### src/rtl/cyphertext_mem_ctrl_pkg.sv
// Shared definitions for the cyphertext memory controller.
//   DEF_TEXT_WIDTH  - default cyphertext block width in bits
//   DEF_ADDR_WIDTH  - default RAM address width
//   DEF_MEMORY_SIZE - default number of RAM entries (<= 2**ADDR_WIDTH)
//   ctrl_state_e    - controller FSM states (IDLE=0, RUN=1, FULL=2)
package cyphertext_mem_ctrl_pkg;

    localparam int unsigned DEF_TEXT_WIDTH  = 128;
    localparam int unsigned DEF_ADDR_WIDTH  = 8;
    localparam int unsigned DEF_MEMORY_SIZE = 256;

    typedef enum logic [1:0] {
        IDLE = 2'd0,
        RUN  = 2'd1,
        FULL = 2'd2
    } ctrl_state_e;

endpackage

### src/rtl/rr_arb2.sv
// Two-requester round-robin arbiter with a last-grant flag.
//   clk_i  - clock
//   rst_i  - asynchronous active-high reset
//   req_i  - request vector, bit 0 / bit 1
//   gnt_o  - one-hot grant (combinational), zero when nothing is requested
// A lone requester always wins. With both requesting, the winner is the
// requester that was not granted last; the flag follows every grant.
module rr_arb2 #(
    parameter bit RESET_LAST = 1'b1   // requester treated as "granted last" out of reset
) (
    input  logic       clk_i,
    input  logic       rst_i,
    input  logic [1:0] req_i,
    output logic [1:0] gnt_o
);

    logic last_q;   // 1: requester 1 was granted last

    always_comb begin
        gnt_o = '0;
        unique case (req_i)
            2'b01:   gnt_o = 2'b01;
            2'b10:   gnt_o = 2'b10;
            2'b11:   gnt_o = last_q ? 2'b01 : 2'b10;
            default: gnt_o = '0;
        endcase
    end

    always_ff @(posedge clk_i or posedge rst_i) begin
        if (rst_i) begin
            last_q <= RESET_LAST;
        end else if (gnt_o[0]) begin
            last_q <= 1'b0;
        end else if (gnt_o[1]) begin
            last_q <= 1'b1;
        end
    end

endmodule

### src/rtl/cyphertext_mem_ctrl.sv
// Cyphertext RAM controller: shares one single-port RAM between the AES
// core's finished-block stream (writer) and a host readback port (reader).
//   clk_i, rst_i          - clock, asynchronous active-high reset
//   start_i               - begin a new message: clear count/full/overflow
//   blk_valid_i/_data_i   - finished block from the core, held until accepted
//   blk_ready_o           - block written this cycle
//   rd_req_i/rd_addr_i    - host read request, held until rd_gnt_o
//   rd_gnt_o              - read granted this cycle
//   rd_valid_o/_data_o    - read result, two cycles after the grant
//   rd_err_o              - read address was beyond the written blocks
//   mem_we_o/_addr_o/_wdata_o, mem_rdata_i - RAM interface (registered read)
//   count_o, full_o, ovf_o, busy_o - fill level and status
module cyphertext_mem_ctrl
    import cyphertext_mem_ctrl_pkg::*;
#(
    parameter int unsigned TEXT_WIDTH  = DEF_TEXT_WIDTH,
    parameter int unsigned ADDR_WIDTH  = DEF_ADDR_WIDTH,
    parameter int unsigned MEMORY_SIZE = DEF_MEMORY_SIZE
) (
    input  logic                  clk_i,
    input  logic                  rst_i,
    input  logic                  start_i,
    input  logic                  blk_valid_i,
    input  logic [TEXT_WIDTH-1:0] blk_data_i,
    output logic                  blk_ready_o,
    input  logic                  rd_req_i,
    input  logic [ADDR_WIDTH-1:0] rd_addr_i,
    output logic                  rd_gnt_o,
    output logic                  rd_valid_o,
    output logic [TEXT_WIDTH-1:0] rd_data_o,
    output logic                  rd_err_o,
    output logic                  mem_we_o,
    output logic [ADDR_WIDTH-1:0] mem_addr_o,
    output logic [TEXT_WIDTH-1:0] mem_wdata_o,
    input  logic [TEXT_WIDTH-1:0] mem_rdata_i,
    output logic [ADDR_WIDTH:0]   count_o,
    output logic                  full_o,
    output logic                  ovf_o,
    output logic                  busy_o
);

    localparam logic [ADDR_WIDTH:0] MEM_SIZE_C = (ADDR_WIDTH+1)'(MEMORY_SIZE);
    localparam logic [ADDR_WIDTH:0] COUNT_ONE  = {{ADDR_WIDTH{1'b0}}, 1'b1};

    ctrl_state_e state_q, state_d;

    logic [ADDR_WIDTH:0]   count_q;
    logic [ADDR_WIDTH:0]   count_inc;
    logic                  ovf_q;
    logic [ADDR_WIDTH-1:0] addr_hold_q;

    logic                  wr_req;
    logic [1:0]            arb_req;
    logic [1:0]            arb_gnt;
    logic                  wr_gnt;
    logic                  rd_gnt;
    logic                  rd_addr_bad;

    // Read pipeline: stage 1 waits for the RAM, stage 2 is the output register.
    logic                  p1_valid_q;
    logic                  p1_err_q;
    logic                  rd_valid_q;
    logic                  rd_err_q;
    logic [TEXT_WIDTH-1:0] rd_data_q;

    // Writes compete only in RUN and never in a start cycle; reads always compete.
    assign wr_req    = blk_valid_i && (state_q == RUN) && !start_i;
    assign arb_req   = {rd_req_i, wr_req};
    assign wr_gnt    = arb_gnt[0];
    assign rd_gnt    = arb_gnt[1];
    assign count_inc = count_q + COUNT_ONE;

    assign rd_addr_bad = ({1'b0, rd_addr_i} >= count_q);

    rr_arb2 #(
        .RESET_LAST (1'b1)
    ) u_arb (
        .clk_i (clk_i),
        .rst_i (rst_i),
        .req_i (arb_req),
        .gnt_o (arb_gnt)
    );

    // Next state and RAM-side outputs.
    always_comb begin
        state_d     = state_q;
        blk_ready_o = 1'b0;
        rd_gnt_o    = 1'b0;
        mem_we_o    = 1'b0;
        mem_addr_o  = addr_hold_q;
        mem_wdata_o = '0;

        if (start_i) begin
            state_d = RUN;
        end else if ((state_q == RUN) && wr_gnt && (count_inc == MEM_SIZE_C)) begin
            state_d = FULL;
        end

        if (wr_gnt) begin
            blk_ready_o = 1'b1;
            mem_we_o    = 1'b1;
            mem_addr_o  = count_q[ADDR_WIDTH-1:0];
            mem_wdata_o = blk_data_i;
        end else if (rd_gnt) begin
            rd_gnt_o    = 1'b1;
            mem_addr_o  = rd_addr_i;
        end
    end

    always_ff @(posedge clk_i or posedge rst_i) begin
        if (rst_i) begin
            state_q <= IDLE;
            count_q <= '0;
            ovf_q   <= 1'b0;
        end else begin
            state_q <= state_d;
            if (start_i) begin
                count_q <= '0;
                ovf_q   <= 1'b0;
            end else begin
                if (wr_gnt) begin
                    count_q <= count_inc;
                end
                if ((state_q == FULL) && blk_valid_i) begin
                    ovf_q <= 1'b1;
                end
            end
        end
    end

    // The RAM address bus keeps its last driven value on idle cycles.
    always_ff @(posedge clk_i or posedge rst_i) begin
        if (rst_i) begin
            addr_hold_q <= '0;
        end else if (wr_gnt || rd_gnt) begin
            addr_hold_q <= mem_addr_o;
        end
    end

    always_ff @(posedge clk_i or posedge rst_i) begin
        if (rst_i) begin
            p1_valid_q <= 1'b0;
            p1_err_q   <= 1'b0;
            rd_valid_q <= 1'b0;
            rd_err_q   <= 1'b0;
            rd_data_q  <= '0;
        end else begin
            p1_valid_q <= rd_gnt;
            p1_err_q   <= rd_gnt && rd_addr_bad;
            rd_valid_q <= p1_valid_q;
            rd_err_q   <= p1_valid_q && p1_err_q;
            if (p1_valid_q) begin
                rd_data_q <= p1_err_q ? '0 : mem_rdata_i;
            end
        end
    end

    assign rd_valid_o = rd_valid_q;
    assign rd_err_o   = rd_err_q;
    assign rd_data_o  = rd_data_q;
    assign count_o    = count_q;
    assign full_o     = (count_q == MEM_SIZE_C);
    assign ovf_o      = ovf_q;
    assign busy_o     = (state_q != IDLE);

endmodule
### config.mk
export PLATFORM = sky130hd
export DESIGN_NAME = cyphertext_mem_ctrl
export DESIGN_NICKNAME = d
export VERILOG_FILES = /design/src/rtl/cyphertext_mem_ctrl_pkg.sv /design/src/rtl/rr_arb2.sv /design/src/rtl/cyphertext_mem_ctrl.sv
export SDC_FILE = /design/constraint.sdc
export NUM_CORES = 1
export LEC_CHECK = 0
export ABC_AREA = 1
export CAP_MARGIN = 20
export CORE_AREA = 2 2 212 214
export DETAILED_ROUTE_END_ITERATION = 16
export DIE_AREA = 0 0 214 216
export PLACE_DENSITY = 0.46
export RECOVER_POWER = 100
export SLEW_MARGIN = 20
export SYNTH_ARGS = -nofsm -noshare
export SYNTH_HDL_FRONTEND = slang
export SYNTH_SLANG_ARGS = --single-unit
### constraint.sdc
create_clock -name clk_i -period 5.57 [get_ports clk_i]
set_input_delay 1.671 -clock clk_i [delete_from_list [all_inputs] [get_ports clk_i]]
set_output_delay 1.671 -clock clk_i [all_outputs]
set_load 0.03 [all_outputs]
# --- After elaboration in Yosys (flattened, before gate mapping) ---
# Cells that the tools add are included.
totals:
  regBits: 153
  output_inout_bits: 281
  elab_cells: 50
  in_bits: 269
op_classes:
  n_reduce_logical: 14
  addsub: 1
  eq_ne: 7
  muxes: 17
  n_lt_le_gt_ge: 1
ops:
  columns: ["op", "n"]
  rows:
  - ["2-to-1 mux 128 bit", 2]
  - ["== test 9 bit (second input constant)", 2]
  - ["2-to-1 mux 9 bit", 2]
  - ["2-to-1 mux 8 bit", 2]
  - ["nonzero test 2 bit", 5]
  - ["adder 9 x 1 -> 9 bit (second input constant)", 1]
  - [">= comparator 8 x 9 -> 1 bit", 1]
  - ["logical AND 1 bit", 7]
  - ["2-to-1 mux 1 bit", 7]
  - ["== test 2 bit (second input constant)", 3]
  - ["2-to-1 mux 2 bit", 3]
  - ["one-hot mux 2 bit (3 select lines)", 1]
  - ["== test 2 x 1 -> 1 bit (second input constant)", 2]
  - ["zero test 1 bit", 1]
  - ["logical OR 1 bit", 1]

# --- Depth between registers and ports, before layout ---
# Gate-level depths: netlist of run 1.
depth:
  ltp_word: 9
  ltp_mapped: 10
  ltp_nobuf: 10

# --- Modules after synthesis ---
# From an unflattened synthesis of run 1, not the netlist that was laid out.
unflattened:
  hier_cells: 1018
  hier_area_um2: 7704.9
by_module_without_submodules:
  columns: ["module", "seq_area_each_um2", "area_per_inst_um2", "cells_each", "n_inst"]
  rows:
  - ["cyphertext_mem_ctrl", 3803.6, 7636.1, 1006, 1]
  - ["rr_arb2", 26.3, 68.8, 12, 1]

# --- Worst setup path before layout of run 1 ---
# Ideal clock, no wire load.
synth_path:
  kind: "input to output"
  start: "input start_i"
  end: "output mem_addr_o[1]"
  t_arrival_ns: 2.774
  t_required_ns: 3.899
  path_buffers: 2
  path_stages: 7
  setup_slack_ns: 1.125
  path_cell_list: "inv_2 -> nand2_2 -> nor2_4 -> nand2_4 -> buf_6 -> buf_6 -> o211ai_1"
synth_between:
  elab_chain_cells: 6
  elab_cells_between_ends: 8
  cone_classes: "3 x eq/ne; 3 x mux; 2 x reduce/logical"
synth_lines:
  columns: ["item", "line", "rtl"]
  rows:
  - ["start: declaration", "cyphertext_mem_ctrl.sv:22", "input logic start_i,"]
  - ["zero test 1 bit (*)", "cyphertext_mem_ctrl.sv:67", "assign wr_req = blk_valid_i && (state_q == RUN) && !start_i;"]
  - ["logical AND 1 bit (*)", "cyphertext_mem_ctrl.sv:67", null]
  - ["== test 2 bit / == test 2 x 1 -> 1 bit (equally long branches)", "rr_arb2.sv:21", "unique case (req_i)"]
  - ["one-hot mux 2 bit (3 select lines) (*)", "rr_arb2.sv:21", null]
  - ["2-to-1 mux 8 bit", "cyphertext_mem_ctrl.sv:104", "end else if (rd_gnt) begin"]
  - ["2-to-1 mux 8 bit (*)", "cyphertext_mem_ctrl.sv:99", "if (wr_gnt) begin"]
  - ["end: declaration", "cyphertext_mem_ctrl.sv:33", "output logic [ADDR_WIDTH-1:0] mem_addr_o,"]
# Every way passes the cells marked *; elsewhere a longest branch is shown, timed or not.

# --- Worst setup path after layout of run 1 ---
layout_path:
  start: "input start_i"
  end: "output blk_ready_o"
layout_between:
  elab_chain_cells: 5
  elab_cells_between_ends: 7
  cone_classes: "3 x eq/ne; 2 x mux; 2 x reduce/logical"
layout_lines:
  columns: ["item", "line", "rtl"]
  rows:
  - ["zero test 1 bit (*)", "cyphertext_mem_ctrl.sv:67", null]
  - ["logical AND 1 bit (*)", "cyphertext_mem_ctrl.sv:67", null]
  - ["== test 2 bit / == test 2 x 1 -> 1 bit (equally long branches)", "rr_arb2.sv:21", null]
  - ["one-hot mux 2 bit (3 select lines) (*)", "rr_arb2.sv:21", null]
  - ["2-to-1 mux 1 bit (*)", "cyphertext_mem_ctrl.sv:99", null]
  - ["end: declaration", "cyphertext_mem_ctrl.sv:25", "output logic blk_ready_o,"]
# Marks and branches as above.

==> out/metrics.csv, run 1 <==
stage,metric,value,unit
outcome,status,"finished, violations left",
outcome,failing checks,"max-capacitance violations, max-slew violations",
die,full die area,46220,um^2
setup_path,"Worst Path Class, Setup",in -> out,
timing,setup TNS,0,ns
finish,Layout Cells excl Fill,2130,
setup_path,Critical Path Sink Type,output port,
grt,largest net degree at the start of global routing,145,
grt,vias in the first global route,8277,
setup_path,"Max FO, Critical Path",6,
logic_synthesis,Post-Synth Adder-Cell Area,0.01621,
timing,RSZ-0062 raised after global routing,false,
detailed_routing,DRT met1 WL,12.84,mm
logic_synthesis,Post-Syn Area,7720,um^2
logic_synthesis,Gate Count Post-Synth,1009,
finish,"commonest cells after routing, fill and taps aside","inv_1, clkdlybuf4s50_1, dfrtp_1, dlygate4sd3_1, nand3_1",
power,pwr dens,276.4,nW/um^2
clock_network,post-CTS sizing,0,
setup_path,Critical Path AT,3.57,ns
timing,WHS,0.4847,ns
clock_network,CTS Buf Count,17,
clock_network,Clock Tree Buf Depth,2,
timing,Highest Clock Rate,190.7,MHz
logic_synthesis,Seq cells post-synth,153,
timing,Worst Tran Pin Value,2.858,ns
die,Die Y,216,um
min_path,HP Start,ovf_o,
detailed_routing,Max Used Layer,met4,
logic_synthesis,top post-synthesis cells by area,"dfrtp_1, inv_1, nand3_1",
finish,n_diodes,0,
setup_path,CP Launch Type,input port,
finish,layout cells sized above 1,0.04096,
clock_network,Post-CTS Hold Buffers,0,
grt,gr usage total,0.1420,
detailed_routing,drt pass-1 iters,5,
timing,crit share post-route,0.9415,
detailed_routing,Antenna Violating Nets Remaining,0,
timing,Final Skew,0.01245,ns
detailed_routing,# DRC,0,
min_path,Hold WC Path Type,reg -> reg,
timing,# setup viols final,0,
logic_synthesis,post-synth top area cell,dfrtp_1,
logic_synthesis,Post-Synth XOR/XNOR Area,0,
timing,final worst path period need,5.244,ns
placement,placed insts,2099,
detailed_routing,mean routed wirelength per cell,15.64,um
logic_synthesis,Compound-Gate Fraction of Synth Area,0.1156,
die,Core Area,43840,um^2
flow_run,max_cap viols,4,
clock_network,H-tree depth,4,
grt,gr ovfl total,0,
finish,"commonest non-fill, non-tap cell in the layout",inv_1,
power,LEAKAGE,6.453,nW
timing,Rel. slew slack,-0.9158,
logic_synthesis,multiplexer share of the synthesized area,0,
detailed_routing,final WL,33.30,mm
clock_network,clock slew at reported path FFs,0.06,ns
logic_synthesis,post-synthesis simple-gate area fraction,0.1951,
placement,routability congestion estimate,0.8402,
detailed_routing,via-per-instance ratio,3.919,
logic_synthesis,main combinational cell family by area after synthesis,simple AND/OR/NAND/NOR gates,
detailed_routing,met3 routed WL,2.202,mm
setup_path,RR Startpoint,p1_err_q,
power,worst vdd ir,0.0002007,V
setup_path,Critical Path Source,start_i,
clock_network,Clock Latency Late Sink,0.45,ns
die,# IOs,550,
die,DIE WIDTH,214,um
logic_synthesis,top cell type's share of synthesized area,0.4927,
logic_synthesis,sequential area share after synthesis,0.4961,
grt,first-pass GRT wire length,50.00,mm
placement,placed wire-length estimate,25.46,mm
clock_network,clk sinks,153,
timing,Slew Limit Fails,384,
clock_network,Setup Buffers After CTS,0,
logic_synthesis,synthesized net count,1288,
die,row cnt,77,
logic_synthesis,Avg Inst Size Synth,7.651,um^2
die,Initial Utilization,0.1761,
clock_network,Clk Tree Root Cell,clkbuf_16,
placement,buffers added on ports,549,
detailed_routing,DR iter-0 viols,518,
clock_network,CTS tree,yes,
logic_synthesis,YS warnings,0,
finish,Area Overhead vs Synth,75.64,%
logic_synthesis,Synth cell types,30,
detailed_routing,via count,8347,
detailed_routing,routed length on met2,17.60,mm
grt,antenna violations before repair,0,
timing,Fin. Hold Viols,0,
setup_path,WP data required,3.90,ns
finish,Post-layout nets,1805,
==> state kept, by name, summed over array words and instances, names as in the netlist <==
signal and count:
rd_data_o 128, count_o 9, addr_hold_q 8, state_q 2
ovf_o 1, p1_err_q 1, p1_valid_q 1, rd_err_o 1
rd_valid_o 1, u_arb.last_q 1
==> final timing paths <==
kind,to,slack (ns),depth (start not counted)
worst max-delay path,blk_ready_o,0.33,7
worst min-delay path,ovf_o,0.48,2
worst max register to register,rd_data_o[24],1.08,4
worst min register to register,ovf_o,0.48,2
max in group asynchronous,rd_data_o[68],0.99,3
min in group asynchronous,rd_data_o[88],1.82,2
==> power breakdown <==
part	internal (mW)	switching (mW)	total, mW	leakage, nW
clock network	0.678	0.504	1.18	0.289
registers	1.26	0.0761	1.33	1.94
logic	0.479	0.753	1.23	4.22
total	2.41	1.33	3.75	6.45
==> synthesized netlist by cell type (all sizes together) <==
master / instances
inv: 279
dfrtp: 152
nand3: 143
nor2: 141
o21ai: 140
nand2: 50
buf: 41
clkbuf: 19
o211ai: 14
ha: 10
nand4: 5
a21oi: 4
o22ai: 3
o221ai: 2
dfstp: 1
nand3b: 1
nor4: 1
o21a: 1
o31ai: 1
or2: 1
==> critical path, stage by stage <==
cell           delay [ns]
dlygate4sd3_1        0.56
inv_1                0.16
nand2_1              0.13
nor2_4               0.14
nand2_4              0.08
inv_1                0.07
dlygate4sd3_1        0.75
==> layout make-up <==
cell class                 count  area [um^2]
sequential                   153         3830
clock inverter                12        123.9
timing repair buffer         558         4856
multi-input combinational    517         2506
tap                          592        740.7
clock buffer                  19        452.9
fill                        4755        30280
inverter                     279         1050
==> per-layer routing <==
| metal | up-vias | track usage |
|---|---|---|
| met4 | 0 | 0.04476 |
| met3 | 25 | 0.04412 |
| met1 | 3850 | 0.1551 |
| li1 | 4117 | - |
| met5 | - | 0 |
| met2 | 355 | 0.2609 |
==> per-stage QoR <==
stage,area [um^2],util,total power [mW],worst slack [ns]
final,13560,0.3093,3.747,0.3258
after global routing,13560,0.3093,3.958,0.1832
after CTS,14160,0.3230,3.932,0.5018
after detailed placement,13580,0.3098,2.706,0.5129
after global placement,13580,0.3098,2.701,0.5476
after floorplan,7724,-,2.016,1.125
==> logic make-up after synthesis <==
logic type / Yosys count
adder cells (fa/ha/maj): 10
buffers and inverters: 339
flip-flops: 153
AND/OR/NAND/NOR: 342
AO/OA/AOI/OAI: 165
Note: power is estimated with default switching activity, not from simulation.
==> run 2: changes to the inputs <==
REMOVE_ABC_BUFFERS = 1   (was not set)
==> run 2 against run 1 <==
Against the previous run:
- the flow still finishes with violations (max-capacitance violations, max-slew violations)
- count of clock-buffer cells in the layout is 2 higher
- clock skew shrank 0.0030 ns
- via count decreased by 0.99%
- critical path depth grew 1
- maximum frequency grew 0.26%
- worst setup slack better by 0.014 ns
- worst hold slack gained 0.019 ns
- clock power about the same
- register-to-register slack improved by 1.6 ns
- total power increased by 1.9%
- final area is 2.2% higher
- non-clock buffer count stayed put
- critical endpoint is now mem_wdata_o[23]
- largest cell class unchanged
- largest power group unchanged
- highest routed layer is now met5
==> out/metrics.csv, run 2 (same netlist as run 1, synthesis figures left out) <==
stage,metric,value,unit,change
finish,"commonest cells after routing, fill and taps aside","inv_1, clkdlybuf4s50_1, dfrtp_1",,
setup_path,Critical Path AT,3.56,ns,about the same
finish,Post-layout nets,1805,,unchanged
finish,"commonest non-fill, non-tap cell in the layout",inv_1,,
clock_network,clk sinks,153,,unchanged
finish,cell area after layout,13860,um^2,+2.2%
timing,setup TNS,0,ns,unchanged
detailed_routing,DRT met1 WL,18.29,mm,+42%
grt,gr ovfl total,0,,unchanged
placement,Post-Place Worst Slack,0.5957,ns,+0.08276 ns
setup_path,flop-to-flop setup slack,2.65,ns,+1.57 ns
detailed_routing,mean routed wirelength per cell,18.67,um,+19%
clock_network,post-CTS sizing,0,,unchanged
setup_path,Critical Path Sink Type,output port,,
timing,crit share post-route,0.9390,,-0.002471
detailed_routing,Antenna Violating Nets Remaining,0,,unchanged
placement,buffers added on ports,549,,unchanged
finish,layout cells sized above 1,0.06693,,+0.02596
detailed_routing,DR iter-0 viols,693,,+34%
outcome,status,"finished, violations left",,
grt,vias in the first global route,8199,,-0.94%
clock_network,Post-CTS Hold Buffers,0,,unchanged
clock_network,CTS tree,yes,,
finish,max reg flops,128,,unchanged
timing,final setup margin,0.3396,ns,+0.01376 ns
clock_network,Clock Tree Buf Depth,2,,unchanged
grt,first-pass GRT wire length,57.39,mm,+15%
timing,final worst path period need,5.230,ns,-0.01376 ns
placement,dpl cell area,13820,um^2,+1.8%
finish,n_diodes,0,,unchanged
placement,placed insts,2099,,unchanged
clock_network,Setup Buffers After CTS,0,,unchanged
die,Core Area,43840,um^2,unchanged
timing,Worst Tran Pin Value,2.990,ns,+0.1323 ns
setup_path,Reg2Reg Depth,3,,-1
placement,placed wire-length estimate,31.47,mm,+24%
detailed_routing,met3 routed WL,2.694,mm,+22%
grt,largest net degree at the start of global routing,186,,+28%
die,DIE WIDTH,214,um,unchanged
timing,# setup viols final,0,,unchanged
setup_path,Critical Path Source,start_i,,
power,pwr dens,275.5,nW/um^2,-0.30%
die,row cnt,77,,unchanged
grt,gr usage total,0.1689,,+0.02685
detailed_routing,via count,8264,,-0.99%
setup_path,end of the critical path,mem_wdata_o[23],,
die,full die area,46220,um^2,unchanged
detailed_routing,final WL,39.79,mm,+19%
die,# IOs,550,,unchanged
setup_path,"Worst Path Class, Setup",in -> out,,
detailed_routing,drt pass-1 iters,5,,unchanged
die,Die Y,216,um,unchanged
detailed_routing,# DRC,0,,unchanged
finish,register area,3830,um^2,unchanged
setup_path,CP Launch Type,input port,,
flow_run,max_cap viols,2,,-2
timing,Highest Clock Rate,191.2,MHz,+0.26%
setup_path,"Max FO, Critical Path",128,,+122
setup_path,RR Startpoint,p1_valid_q,,
clock_network,H-tree depth,4,,unchanged
clock_network,CTS Buf Count,17,,unchanged
grt,antenna violations before repair,5,,+5
finish,Multi-input gate area,2501,um^2,-0.20%
finish,Area Overhead vs Synth,79.48,%,
outcome,failing checks,"max-capacitance violations, max-slew violations",,
power,worst vdd ir,0.0001444,V,-28%
setup_path,Reg-to-Reg End,rd_data_o[62],,
detailed_routing,routed length on met2,18.28,mm,+3.9%
timing,RSZ-0062 raised after global routing,false,,
detailed_routing,Max Used Layer,met5,,
clock_network,Clock Latency Late Sink,0.45,ns,about the same
finish,Layout Cells excl Fill,2131,,+0.047%
power,LEAKAGE,6.656,nW,+3.1%
timing,Fin. Hold Viols,0,,unchanged
timing,Slew Limit Fails,144,,-63%
timing,Rel. slew slack,-0.9957,,-0.07991
timing,Final Skew,0.009408,ns,-0.003047 ns
clock_network,clock slew at reported path FFs,0.07,ns,about the same
finish,fillers,4773,,+0.38%
clock_network,Clk Tree Root Cell,clkbuf_16,,
detailed_routing,via-per-instance ratio,3.878,,-1.0%
die,Initial Utilization,0.1761,,unchanged
setup_path,WP data required,3.90,ns,about the same
min_path,Hold WC Path Type,reg -> reg,,
placement,routability congestion estimate,1.014,,+21%
==> run 2: cell count changes in the layout (fill, tap and decap cells not counted), sizes merged <==
cell / delta
dlygate4sd3: -8
inv: +4
clkbuf: -39
clkinv: -5
clkdlybuf4s50: +8
buf: +41
==> run 2: metal layers <==
metal | up-vias | GRT usage
li1 | 4111 | -
met1 | 3857 | 0.2312
met2 | 255 | 0.2615
met3 | 33 | 0.04947
met4 | 8 | 0.03846
met5 | - | 0
==> run 2: worst min path at each step <==
stage                 start      endpoint  cells past startpoint
2_1_floorplan      p1_err_q      rd_err_o                      2
3_3_place_gp          ovf_o         ovf_o                      2
3_5_place_dp          ovf_o         ovf_o                      2
4_1_cts        u_arb.last_q  u_arb.last_q                      2
5_1_grt        u_arb.last_q  u_arb.last_q                      2
6_report              ovf_o         ovf_o                      2
==> run 2: critical path: stages <==
cell and delay [ns]:
clkdlybuf4s50_1 0.42, inv_1 0.09, nand2_2 0.06, nor2_1 0.32, nand2_4 0.12, buf_12 0.27, nor2_1 0.20, clkbuf_1 0.35
==> run 2: through the flow <==
step	power (mW)	hold slack, ns	util
global route	4.030	0.5255	0.3161
CTS	3.990	0.5079	0.3289
finish	3.818	0.5039	0.3161
detailed placement	2.747	0.4898	0.3153
floorplan	1.996	0.4361	-
global placement	2.743	0.4831	0.3153
==> run 2: report_power, final <==
part | total [mW] | leakage [nW] | switching, mW | internal, mW
combinational | 1.27 | 4.43 | 0.777 | 0.496
sequential | 1.34 | 1.94 | 0.0806 | 1.26
clock | 1.21 | 0.282 | 0.516 | 0.692
total | 3.82 | 6.66 | 1.37 | 2.44
==> run 2: cell type report <==
type	count	share of cell area
inverter	279	0.07576
sequential	153	0.2764
timing repair buffer	558	0.3707
multi-input combinational	517	0.1805
clock buffer	21	0.03323
tap	592	0.05346
clock inverter	11	0.009933
==> run 3: changes to the inputs <==
--- a/config.mk
+++ b/config.mk
@@ -15,2 +15,3 @@
 export REMOVE_ABC_BUFFERS = 1
+export SETUP_SLACK_MARGIN = 0.5
 export SLEW_MARGIN = 20
--- a/constraint.sdc
+++ b/constraint.sdc
@@ -3,2 +3,2 @@
 set_output_delay 1.671 -clock clk_i [all_outputs]
-set_load 0.03 [all_outputs]
+set_load 0.005 [all_outputs]
==> run 3 against run 2 <==
Against the previous run:
- the run still ends with max-capacitance violations, max-slew violations left
- worst hold slack worse by 0.012 ns
- clock power is 3% higher
- final cell count increased by 1.0%
- wire length rose by 4.3%
- flip-flop and latch count stayed put
- register-to-register slack worse by 1.2 ns
- sequential share of layout area shrank 1.3 points
- total power shrank 7.3%
- die area did not move
- first-iteration DRC count is 29% lower
==> out/metrics.csv, run 3 (same netlist as run 1, synthesis figures left out) <==
stage,metric,value,unit,change
clock_network,H-tree depth,4,,unchanged
setup_path,Reg2Reg Depth,3,,unchanged
power,total power draw,3.538,mW,-7.3%
timing,Final Skew,0.008233,ns,-0.001175 ns
timing,Rel. slew slack,-0.5015,,+0.4942
detailed_routing,final WL,41.52,mm,+4.3%
finish,layout cells sized above 1,0.04682,,-0.02010
detailed_routing,# DRC,0,,unchanged
clock_network,CTS tree,yes,,
die,row cnt,77,,unchanged
die,DIE WIDTH,214,um,unchanged
placement,Post-Place Worst Slack,0.09606,ns,-0.4996 ns
timing,RSZ-0062 raised after global routing,true,,
timing,crit share post-route,0.9477,,+0.008718
die,Die Y,216,um,unchanged
die,Initial Utilization,0.1761,,unchanged
clock_network,clock slew at reported path FFs,0.07,ns,about the same
power,pwr dens,243.4,nW/um^2,-12%
die,Core Area,43840,um^2,unchanged
clock_network,CTS Buf Count,17,,unchanged
grt,first-pass GRT wire length,59.23,mm,+3.2%
power,LEAKAGE,7.225,nW,+8.6%
detailed_routing,Antenna Violating Nets Remaining,0,,unchanged
clock_network,clk sinks,153,,unchanged
timing,final setup margin,0.2910,ns,-0.04856 ns
outcome,status,"finished, violations left",,
die,# IOs,550,,unchanged
grt,gr usage total,0.1741,,+0.005264
finish,Post-layout nets,1825,,+1.1%
timing,Fin. Hold Viols,0,,unchanged
timing,final worst path period need,5.279,ns,+0.04856 ns
finish,Area Overhead vs Synth,88.31,%,
setup_path,WP data required,3.90,ns,about the same
grt,largest net degree at the start of global routing,180,,-3.2%
finish,"commonest cells after routing, fill and taps aside","inv_1, clkdlybuf4s50_1, dfrtp_1",,
timing,Worst Tran Pin Value,2.252,ns,-0.7380 ns
setup_path,CP Launch Type,input port,,
clock_network,Post-CTS Hold Buffers,0,,unchanged
placement,routability congestion estimate,0.9477,,-6.6%
detailed_routing,via-per-instance ratio,3.892,,+0.37%
detailed_routing,mean routed wirelength per cell,19.28,um,+3.3%
detailed_routing,DR iter-0 viols,494,,-29%
timing,Slew Limit Fails,346,,+140%
grt,vias in the first global route,8365,,+2.0%
min_path,Hold WC Path Type,reg -> reg,,
timing,Highest Clock Rate,189.4,MHz,-0.92%
die,full die area,46220,um^2,unchanged
setup_path,Critical Path AT,3.61,ns,+0.05 ns
grt,antenna violations before repair,6,,+1
clock_network,Clock Tree Buf Depth,2,,unchanged
setup_path,Critical Path Sink Type,output port,,
finish,"commonest non-fill, non-tap cell in the layout",inv_1,,
outcome,failing checks,"max-capacitance violations, max-slew violations",,
min_path,WHS Path Cells,2,,unchanged
finish,max reg flops,128,,unchanged
detailed_routing,drt pass-1 iters,4,,-1
detailed_routing,via count,8380,,+1.4%
flow_run,max_cap viols,3,,+1
placement,buffers added on ports,549,,unchanged
timing,# setup viols final,0,,unchanged
placement,placed wire-length estimate,31.45,mm,about the same
clock_network,Clk Tree Root Cell,clkbuf_16,,
setup_path,"Worst Path Class, Setup",in -> out,,
setup_path,"Max FO, Critical Path",12,,-91%
grt,gr ovfl total,0,,unchanged
power,worst vdd ir,0.0001694,V,+17%
clock_network,Clock Latency Late Sink,0.44,ns,about the same
[run 3: changes by cell type in the layout (fill, tap and decap cells not counted), sizes merged]
cell,change
dlymetal6s2s,+8
bufbuf,+3
clkbuf,-64
bufinv,+1
dlygate4sd2,+69
diode,+2
buf,-50
clkdlybuf4s25,+49
nand2,+2
clkinvlp,+1
inv,+1
[run 3: what timing repair did]
action,in CTS,in global routing
cloned,9,2
pin swaps,1,1
buffers inserted,7,1
setup endpoints to repair,131,75
resized for setup,97,83
[run 3: metal layers]
| layer | routed length [um] | track usage |
|---|---|---|
| met3 | 2575 | 0.05525 |
| met5 | 49 | 0 |
| met2 | 18660 | 0.2621 |
| met1 | 19740 | 0.2436 |
| met4 | 497 | 0.03497 |
[run 3: path summary, 6_finish.rpt]
kind / startpoint / endpoint / slack (ns)
min: ovf_o / ovf_o / 0.49
max in group asynchronous: rst_i / rd_data_o[45] / 1.18
min in group asynchronous: rst_i / rd_data_o[127] / 2.32
max reg2reg: p1_valid_q / rd_data_o[62] / 1.44
max: start_i / mem_wdata_o[59] / 0.29
min reg2reg: ovf_o / ovf_o / 0.49
[run 3: cell type report]
type                            count  area (um^2)
Multi-Input combinational cell    519         2590
Inverter                          279         1056
Fill cell                        4734        29300
Sequential cell                   153         3830
Timing Repair Buffer              576         5699
Tap cell                          592        740.7
Clock buffer                       18        429.2
Antenna cell                        2        5.005
Clock inverter                     14        187.7
[run 3: report_power, final]
part | leakage, nW | switching, mW | internal, mW
clock network | 0.292 | 0.536 | 0.718
logic | 4.99 | 0.428 | 0.518
registers | 1.94 | 0.0819 | 1.26
[run 3: metrics by stage]
stage               instance area, um^2  std cells  setup TNS (ns)  hold WS [ns]  utilization
global route                      14540       2153               0        0.5393       0.3316
CTS                               14690       2148               0        0.5077       0.3351
detailed placement                13770       2100               0        0.4825       0.3142
global placement                  13770       2100               0        0.4957       0.3142
finish                            14540       2153               0        0.4915       0.3316
floorplan                          7401        949          -33.56        0.4361            -
[run 3: worst max-delay path, stage by stage]
cell	delay [ns]
dlygate4sd3_1	0.56
inv_2	0.07
nand2_1	0.07
nor2_1	0.18
buf_12	0.18
nand2_8	0.07
buf_4	0.16
clkbuf_16	0.17
nor2_2	0.14
clkdlybuf4s25_1	0.32
